## src/rtl/ram_arbiter.sv

```systemverilog
// Two-port round-robin arbiter in front of a single asynchronous-strobe RAM.
// Each access runs IDLE -> SETUP -> STROBE (STROBE_CYCLES) -> FINISH -> IDLE.
module ram_arbiter #(
    parameter int ADDR_W        = 15,
    parameter int DATA_W        = 8,
    parameter int STROBE_CYCLES = 2
) (
    input  logic              clk,
    input  logic              rst,
    input  logic              p0_req,
    input  logic              p0_we,
    input  logic [ADDR_W-1:0] p0_addr,
    input  logic [DATA_W-1:0] p0_wdata,
    output logic              p0_ack,
    output logic [DATA_W-1:0] p0_rdata,
    input  logic              p1_req,
    input  logic              p1_we,
    input  logic [ADDR_W-1:0] p1_addr,
    input  logic [DATA_W-1:0] p1_wdata,
    output logic              p1_ack,
    output logic [DATA_W-1:0] p1_rdata,
    output logic [ADDR_W-1:0] ram_addr,
    output logic [DATA_W-1:0] ram_wdata,
    input  logic [DATA_W-1:0] ram_rdata,
    output logic              ram_r,
    output logic              ram_w,
    output logic              busy,
    output logic [1:0]        dbg_state_o
);

    localparam logic [1:0] IDLE   = 2'd0;
    localparam logic [1:0] SETUP  = 2'd1;
    localparam logic [1:0] STROBE = 2'd2;
    localparam logic [1:0] FINISH = 2'd3;

    localparam logic [3:0] CNT_LAST = 4'(STROBE_CYCLES - 1);

    // Handshake: a port raises req and holds it; the arbiter samples req,
    // we, addr and wdata only in IDLE, and answers with a one-cycle ack in
    // FINISH. Dropping req after the grant does not cancel the access.

    logic [1:0]        state_q, state_d;
    logic [3:0]        cnt_q, cnt_d;
    logic              last_grant_q, last_grant_d;
    logic              grant_q, grant_d;
    logic              we_q, we_d;
    logic [ADDR_W-1:0] addr_q, addr_d;
    logic [DATA_W-1:0] wdata_q, wdata_d;
    logic [DATA_W-1:0] rdata0_q, rdata0_d;
    logic [DATA_W-1:0] rdata1_q, rdata1_d;

    logic any_req;
    logic grant_sel;

    // On a tie, the port that did not win last time gets the grant.
    always_comb begin
        any_req   = p0_req | p1_req;
        grant_sel = 1'b0;
        if (p0_req && p1_req) begin
            grant_sel = ~last_grant_q;
        end else if (p1_req) begin
            grant_sel = 1'b1;
        end
    end

    always_comb begin
        state_d      = state_q;
        cnt_d        = cnt_q;
        last_grant_d = last_grant_q;
        grant_d      = grant_q;
        we_d         = we_q;
        addr_d       = addr_q;
        wdata_d      = wdata_q;
        rdata0_d     = rdata0_q;
        rdata1_d     = rdata1_q;
        case (state_q)
            IDLE: begin
                if (any_req) begin
                    state_d      = SETUP;
                    grant_d      = grant_sel;
                    last_grant_d = grant_sel;
                    we_d         = grant_sel ? p1_we    : p0_we;
                    addr_d       = grant_sel ? p1_addr  : p0_addr;
                    wdata_d      = grant_sel ? p1_wdata : p0_wdata;
                end
            end
            SETUP: begin
                state_d = STROBE;
                cnt_d   = 4'd0;
            end
            STROBE: begin
                if (cnt_q == CNT_LAST) begin
                    state_d = FINISH;
                    cnt_d   = 4'd0;
                    if (!we_q) begin
                        if (grant_q) begin
                            rdata1_d = ram_rdata;
                        end else begin
                            rdata0_d = ram_rdata;
                        end
                    end
                end else begin
                    cnt_d = cnt_q + 4'd1;
                end
            end
            FINISH: begin
                state_d = IDLE;
            end
            default: begin
                state_d = IDLE;
            end
        endcase
    end

    always_ff @(posedge clk or posedge rst) begin
        if (rst) begin
            state_q      <= IDLE;
            cnt_q        <= 4'd0;
            last_grant_q <= 1'b1;
            grant_q      <= 1'b0;
            we_q         <= 1'b0;
            addr_q       <= '0;
            wdata_q      <= '0;
            rdata0_q     <= '0;
            rdata1_q     <= '0;
        end else begin
            state_q      <= state_d;
            cnt_q        <= cnt_d;
            last_grant_q <= last_grant_d;
            grant_q      <= grant_d;
            we_q         <= we_d;
            addr_q       <= addr_d;
            wdata_q      <= wdata_d;
            rdata0_q     <= rdata0_d;
            rdata1_q     <= rdata1_d;
        end
    end

    // Strobes and acks decode straight from the state register, so an
    // asynchronous reset drops them in the same cycle.
    always_comb begin
        ram_r       = (state_q == STROBE) && !we_q;
        ram_w       = (state_q == STROBE) &&  we_q;
        p0_ack      = (state_q == FINISH) && !grant_q;
        p1_ack      = (state_q == FINISH) &&  grant_q;
        busy        = (state_q != IDLE);
        ram_addr    = addr_q;
        ram_wdata   = wdata_q;
        p0_rdata    = rdata0_q;
        p1_rdata    = rdata1_q;
        dbg_state_o = state_q;
    end

endmodule

```

## config.mk

```make
export PLATFORM = sky130hd
export DESIGN_NAME = ram_arbiter
export DESIGN_NICKNAME = d
export VERILOG_FILES = /design/src/rtl/ram_arbiter.sv
export SDC_FILE = /design/constraint.sdc
export NUM_CORES = 1
export LEC_CHECK = 0
export CORE_AREA = 3 3 85 87
export CTS_CLUSTER_SIZE = 8
export DETAILED_ROUTE_END_ITERATION = 7
export DIE_AREA = 0 0 88 90
export PLACE_DENSITY = 0.67
export SYNTH_ARGS = -nofsm -noshare
export SYNTH_HDL_FRONTEND = slang
export SYNTH_SLANG_ARGS = --single-unit
```

## constraint.sdc

```tcl
create_clock -name clk -period 2.2 [get_ports clk]
set_input_delay 0.22 -clock clk [delete_from_list [all_inputs] [get_ports clk]]
set_output_delay 0.22 -clock clk [all_outputs]
set_load 0.05 [all_outputs]
```

Yosys cells after proc, flatten, opt, wreduce, memory -nomap -nowiden
Cells that the tools add are included.
{"block": "totals", "out_inout_bits": 46, "inputBits": 60, "wordCells": 44, "ff_bits": 48}
{"block": "classes", "bitwise_logic": 4, "n_addsub": 1, "reduce_logical": 14, "eq_ne": 6, "mux": 10}
{"operator": "$mux W15", "count": 1}
{"operator": "$mux W8", "count": 1}
{"operator": "$pmux W2 S4", "count": 1}
{"operator": "$pmux W4 S2", "count": 1}
{"operator": "$reduce_and A4 Y1", "count": 2}
{"operator": "$logic_and A1 B1 Y1", "count": 5}
{"operator": "$add A4 B1 Y4 const B", "count": 1}
{"operator": "$eq A2 B2 Y1 const B", "count": 2}
{"operator": "$eq A4 B1 Y1 const B", "count": 1}
{"operator": "$mux W2", "count": 2}
{"operator": "$mux W4", "count": 1}
{"operator": "$ne A2 B2 Y1 const B", "count": 2}
{"operator": "$reduce_and A2 Y1", "count": 2}
{"operator": "$reduce_bool A2 Y1", "count": 2}
{"operator": "$mux W1", "count": 3}
{"operator": "$not A1 Y1", "count": 3}
{"operator": "$eq A2 B1 Y1 const B", "count": 1}
{"operator": "$logic_not A1 Y1", "count": 2}
{"operator": "$logic_not A2 Y1", "count": 1}
{"operator": "$or A1 B1 Y1", "count": 1}

Logic depth before layout (Yosys ltp)
{"block": "logic_depth", "word_depth": 3, "depth_mapped": 7, "mapped_depth_nobuf": 5}

Worst setup path before layout
No wires, ideal clock.
{"block": "synth_path", "kind": "register to register", "startpoint": "reg state_q[0] (netlist: dbg_state_o[0])", "endpoint": "reg rdata1_q[0] (netlist: p1_rdata[0])", "setup_ns": 0.125, "synth_period_minus_slack_ns": 2.247, "required_time_ns": 2.075, "path_buffers": 1, "stages_incl_launch_ff": 7, "path_slack_ns": -0.047, "arrival_time_ns": 2.122, "cell_sequence": "dfrtp_1 -> inv_1 -> ha_1 -> and2b_1 -> and3_1 -> buf_6 -> mux2_2"}
{"block": "synth_between", "elab_chain_cells": 2}
{"element": "from (decl)", "line_no": "42", "text": "logic [1:0] state_q, state_d;"}
{"element": "from (signal assigned)", "line_no": "127", "text": "state_q <= state_d;"}
{"element": "$eq A2 B2 Y1", "line_no": "76", "text": "case (state_q)"}
{"element": "$reduce_and A4 Y1 (no line)"}
{"element": "to (signal assigned)", "line_no": "135", "text": "rdata1_q <= rdata1_d;"}
{"element": "to (decl)", "line_no": "50", "text": "logic [DATA_W-1:0] rdata1_q, rdata1_d;"}
Every way passes these cells.
A chain may end at the register's enable or synchronous reset.

Worst setup path in the final report
{"block": "layout_path", "startpoint": "reg state_q[0] (netlist: dbg_state_o[0])", "endpoint": "out p0_ack"}
{"block": "layout_between", "elab_chain_cells": 2}
{"element": "$eq A2 B2 Y1", "line_no": "144", "text": "p0_ack = (state_q == FINISH) && !grant_q;"}
{"element": "$logic_and A1 B1 Y1", "line_no": "144"}
{"element": "to (decl)", "line_no": "14", "text": "output logic p0_ack,"}
Every way passes these cells.

==> impl_results.md <==
- Outcome: finished, final reports clean
- Vias per cell: 4.647
- Max FO, Critical Path: 4
- IO buf count: 105
- Vias in the first global route: 1726
- #FFs+latches synth: 48
- DRT iter0 DRCs: 13
- Drt drc: 0
- Syn_area_per_cell: 11.76 um2
- CP Data Arrival Time: 1.83 ns
- GRT Util Overall: 0.1346
- RD Place Congestion: 0.7823
- Syn_nets: 251
- Max Cap Violations: 0
- Fin crit period: 2.048 ns
- Largest stage delay, worst path: 0.81 ns
- Hold Violations, Final: 0
- Latest clock arrival within the worst-skew pair: 0.29 ns
- Mapped Cells: 187
- Leakage: 1.588 nW
- Final worst-path cycle share: 0.9309
- TNS Setup: 0 ns
- Crit end category: output port
- Clk_skew: 0.002346 ns
- Maximum VDD drop: 0.0006510 V
- Post-synth EDFFs: 0
- Post CTS Setup Buffer Count: 0
- RSZ-0062 raised after global routing: false
- Die H: 90 um
- Placed instance area: 0.003346 mm2
- Worst Path Buf+Inv: 1
- P_int: 0.003065 W
- Post-DP HPWL: 3.859 mm
- Power share of the clock group: 0.149
- DR WL/cell: 13.38 um
- Initial antenna violation count: 0
- Syn Std Cell Area: 0.002198 mm2
- H-tree level count: 2
- Top_reg_cell synth: dfrtp_1
- HP Class: in2async
- Sw frac: 0.4629
- CTS Buf Count: 5
- P per Cell Area: 1629 mW/mm2
- Max-slew violation count: 0
- Ys async rst share: 1.000
- ANT nets after route: 0
- Ys Warns: 0
- Die Footprint: 0.007920 mm2
- Diode count: 0
- Worst endpoint required time: 1.98 ns
- Crit path kind: reg2out
- Synth-to-Final Area Change: 59.36%
- Post-synth cell types: 30
- CP Launch Type: flop
- Share of post-route cells with drive strength above 1: 0.1361
- Ports: 106
- Most frequent cells in the layout: clkdlybuf4s50_1, dfrtp_1, o21ai_0, nand2_1, mux2i_1
- CTS tree: built
- Sw power: 0.002642 W
- Drt first pass iters: 4
- Setup violators final: 0
- Clock sinks: 48
- Comb pwr share: 0.584
- Most common cell after layout, fill and taps aside: clkdlybuf4s50_1
- Rel. slew slack: 0.6073
- Starting density of the core: 0.3423
- Cell Chain, Critical Path: ha_1 > nor2b_1 > clkdlybuf4s50_1
- Gr ovfl total: 0
- Master of the slowest instance on the critical path: clkdlybuf4s50_1
- Fmax: 0.4883 GHz
- Pin count of the biggest net entering global routing: 49
- Die X: 88 um
- Root Driver: clkbuf_8
- Design Area, Final: 0.003503 mm2
- Final Net Count: 357
- Top Family by Delay on Critical Path: buffers and inverters
- Row cnt: 29
- WL final: 4.965 mm
- Clock buffer depth: 2
- Part of the Yosys area used for sequential elements: 0.5470
- Vias: 1724
- Global-route wire length before repair: 8.438 mm
- Worst-margin pin slew: 0.5890 ns
- Reg power frac: 0.267
- Clk pin slew, worst setup/hold paths: 0.09 ns
- CORE AREA: 0.006422 mm2
what timing repair did:
item                                    in CTS  in global routing
resized for setup                            1                  0
endpoints found under the setup margin       1                  0
hold buffers                                 0                  0
cells in the mapped netlist, types with 2 or more instances:
library cell | n | area [um2]
a21oi_1 | 2 | 10.01
and2_1 | 2 | 12.51
buf_2 | 2 | 10.01
buf_4 | 3 | 22.52
clkbuf_1 | 3 | 11.26
dfrtp_1 | 47 | 1176
ha_1 | 4 | 50.05
inv_1 | 6 | 22.52
mux2_2 | 17 | 191.4
mux2i_1 | 25 | 250.2
nand2_1 | 27 | 101.4
nor2b_1 | 3 | 18.77
o21ai_0 | 29 | 145.1
flip-flops by register name (all words and copies together), names as in the netlist:
register / count
we_q: 1
cnt_q: 4
ram_wdata: 8
dbg_state_o: 2
p0_rdata: 8
p1_rdata: 8
last_grant_q: 1
grant_q: 1
ram_addr: 15
final timing paths:
| kind | startpoint | to | slack (ns) | depth (start not counted) |
|---|---|---|---|---|
| max in group asynchronous | rst | ram_wdata[5]$_DFFE_PP0P_ | 1.41 | 3 |
| max reg2reg | dbg_state_o[0]$_DFFE_PP0P_ | p1_rdata[5]$_DFFE_PP0P_ | 0.30 | 5 |
| min reg2reg | ram_addr[10]$_DFFE_PP0P_ | ram_addr[10]$_DFFE_PP0P_ | 0.48 | 2 |
| min in group clk | ram_addr[10]$_DFFE_PP0P_ | ram_addr[10]$_DFFE_PP0P_ | 0.48 | 2 |
| max | dbg_state_o[0]$_DFFE_PP0P_ | p0_ack | 0.15 | 3 |
| min | rst | p0_rdata[4]$_DFFE_PP0P_ | 0.40 | 3 |
metrics by stage:
stage	util	power [W]	instances	hold slack, ns	worst slack (ns)
5_1_grt	0.5455	0.006060	371	0.4330	0.009659
3_5_place_dp	0.5209	0.004928	363	0.4702	0.3126
2_1_floorplan	-	0.003744	187	0.2930	0.08028
6_report	0.5455	0.005707	371	0.3950	0.1520
3_3_place_gp	0.5209	0.004887	363	0.4608	0.3660
4_1_cts	0.5455	0.005800	371	0.4110	0.1349
logic make-up after synthesis:
| family | Yosys count | share of synthesized area |
|---|---|---|
| mux | 42 | 0.2009 |
| simple gates | 41 | 0.09846 |
| buf+inv | 15 | 0.03529 |
| fa+ha+maj | 4 | 0.02277 |
| flops | 48 | 0.5470 |
| compound gates | 37 | 0.09562 |
per-layer routing:
layer	part of all wire	GRT usage	routed length, um	vias to the layer above
li1	-	-	-	858
met1	0.39	0.1544	1951	795
met2	0.51	0.2274	2545	69
met3	0.089	0.06033	444	2
met4	0.0048	0.03069	24	0
met5	0	0	0	-
tightest hold or removal path, delay by kind of cell:
family,cells,cell delay (ns)
buf+inv,3,0.94
final cells by class:
cell class	instances	area [um2]
repair buffers	108	1092
well taps	77	96.34
clock inverters	3	90.09
multi-input cells	124	930.9
clock buffers	5	68.82
flip-flops and latches	48	1202
inverters	6	22.52
fillers	575	2919
power by group through the flow:
stage / logic (W) / clock network [W] / registers [W]
finish: 0.00333 / 0.000851 / 0.00152
global placement: 0.00336 / 0 / 0.00152
global route: 0.00355 / 0.000930 / 0.00158
floorplan: 0.000929 / 0 / 0.00281
CTS: 0.00338 / 0.000889 / 0.00153
detailed placement: 0.00338 / 0 / 0.00154
Note: power is estimated with default switching activity, not from simulation.
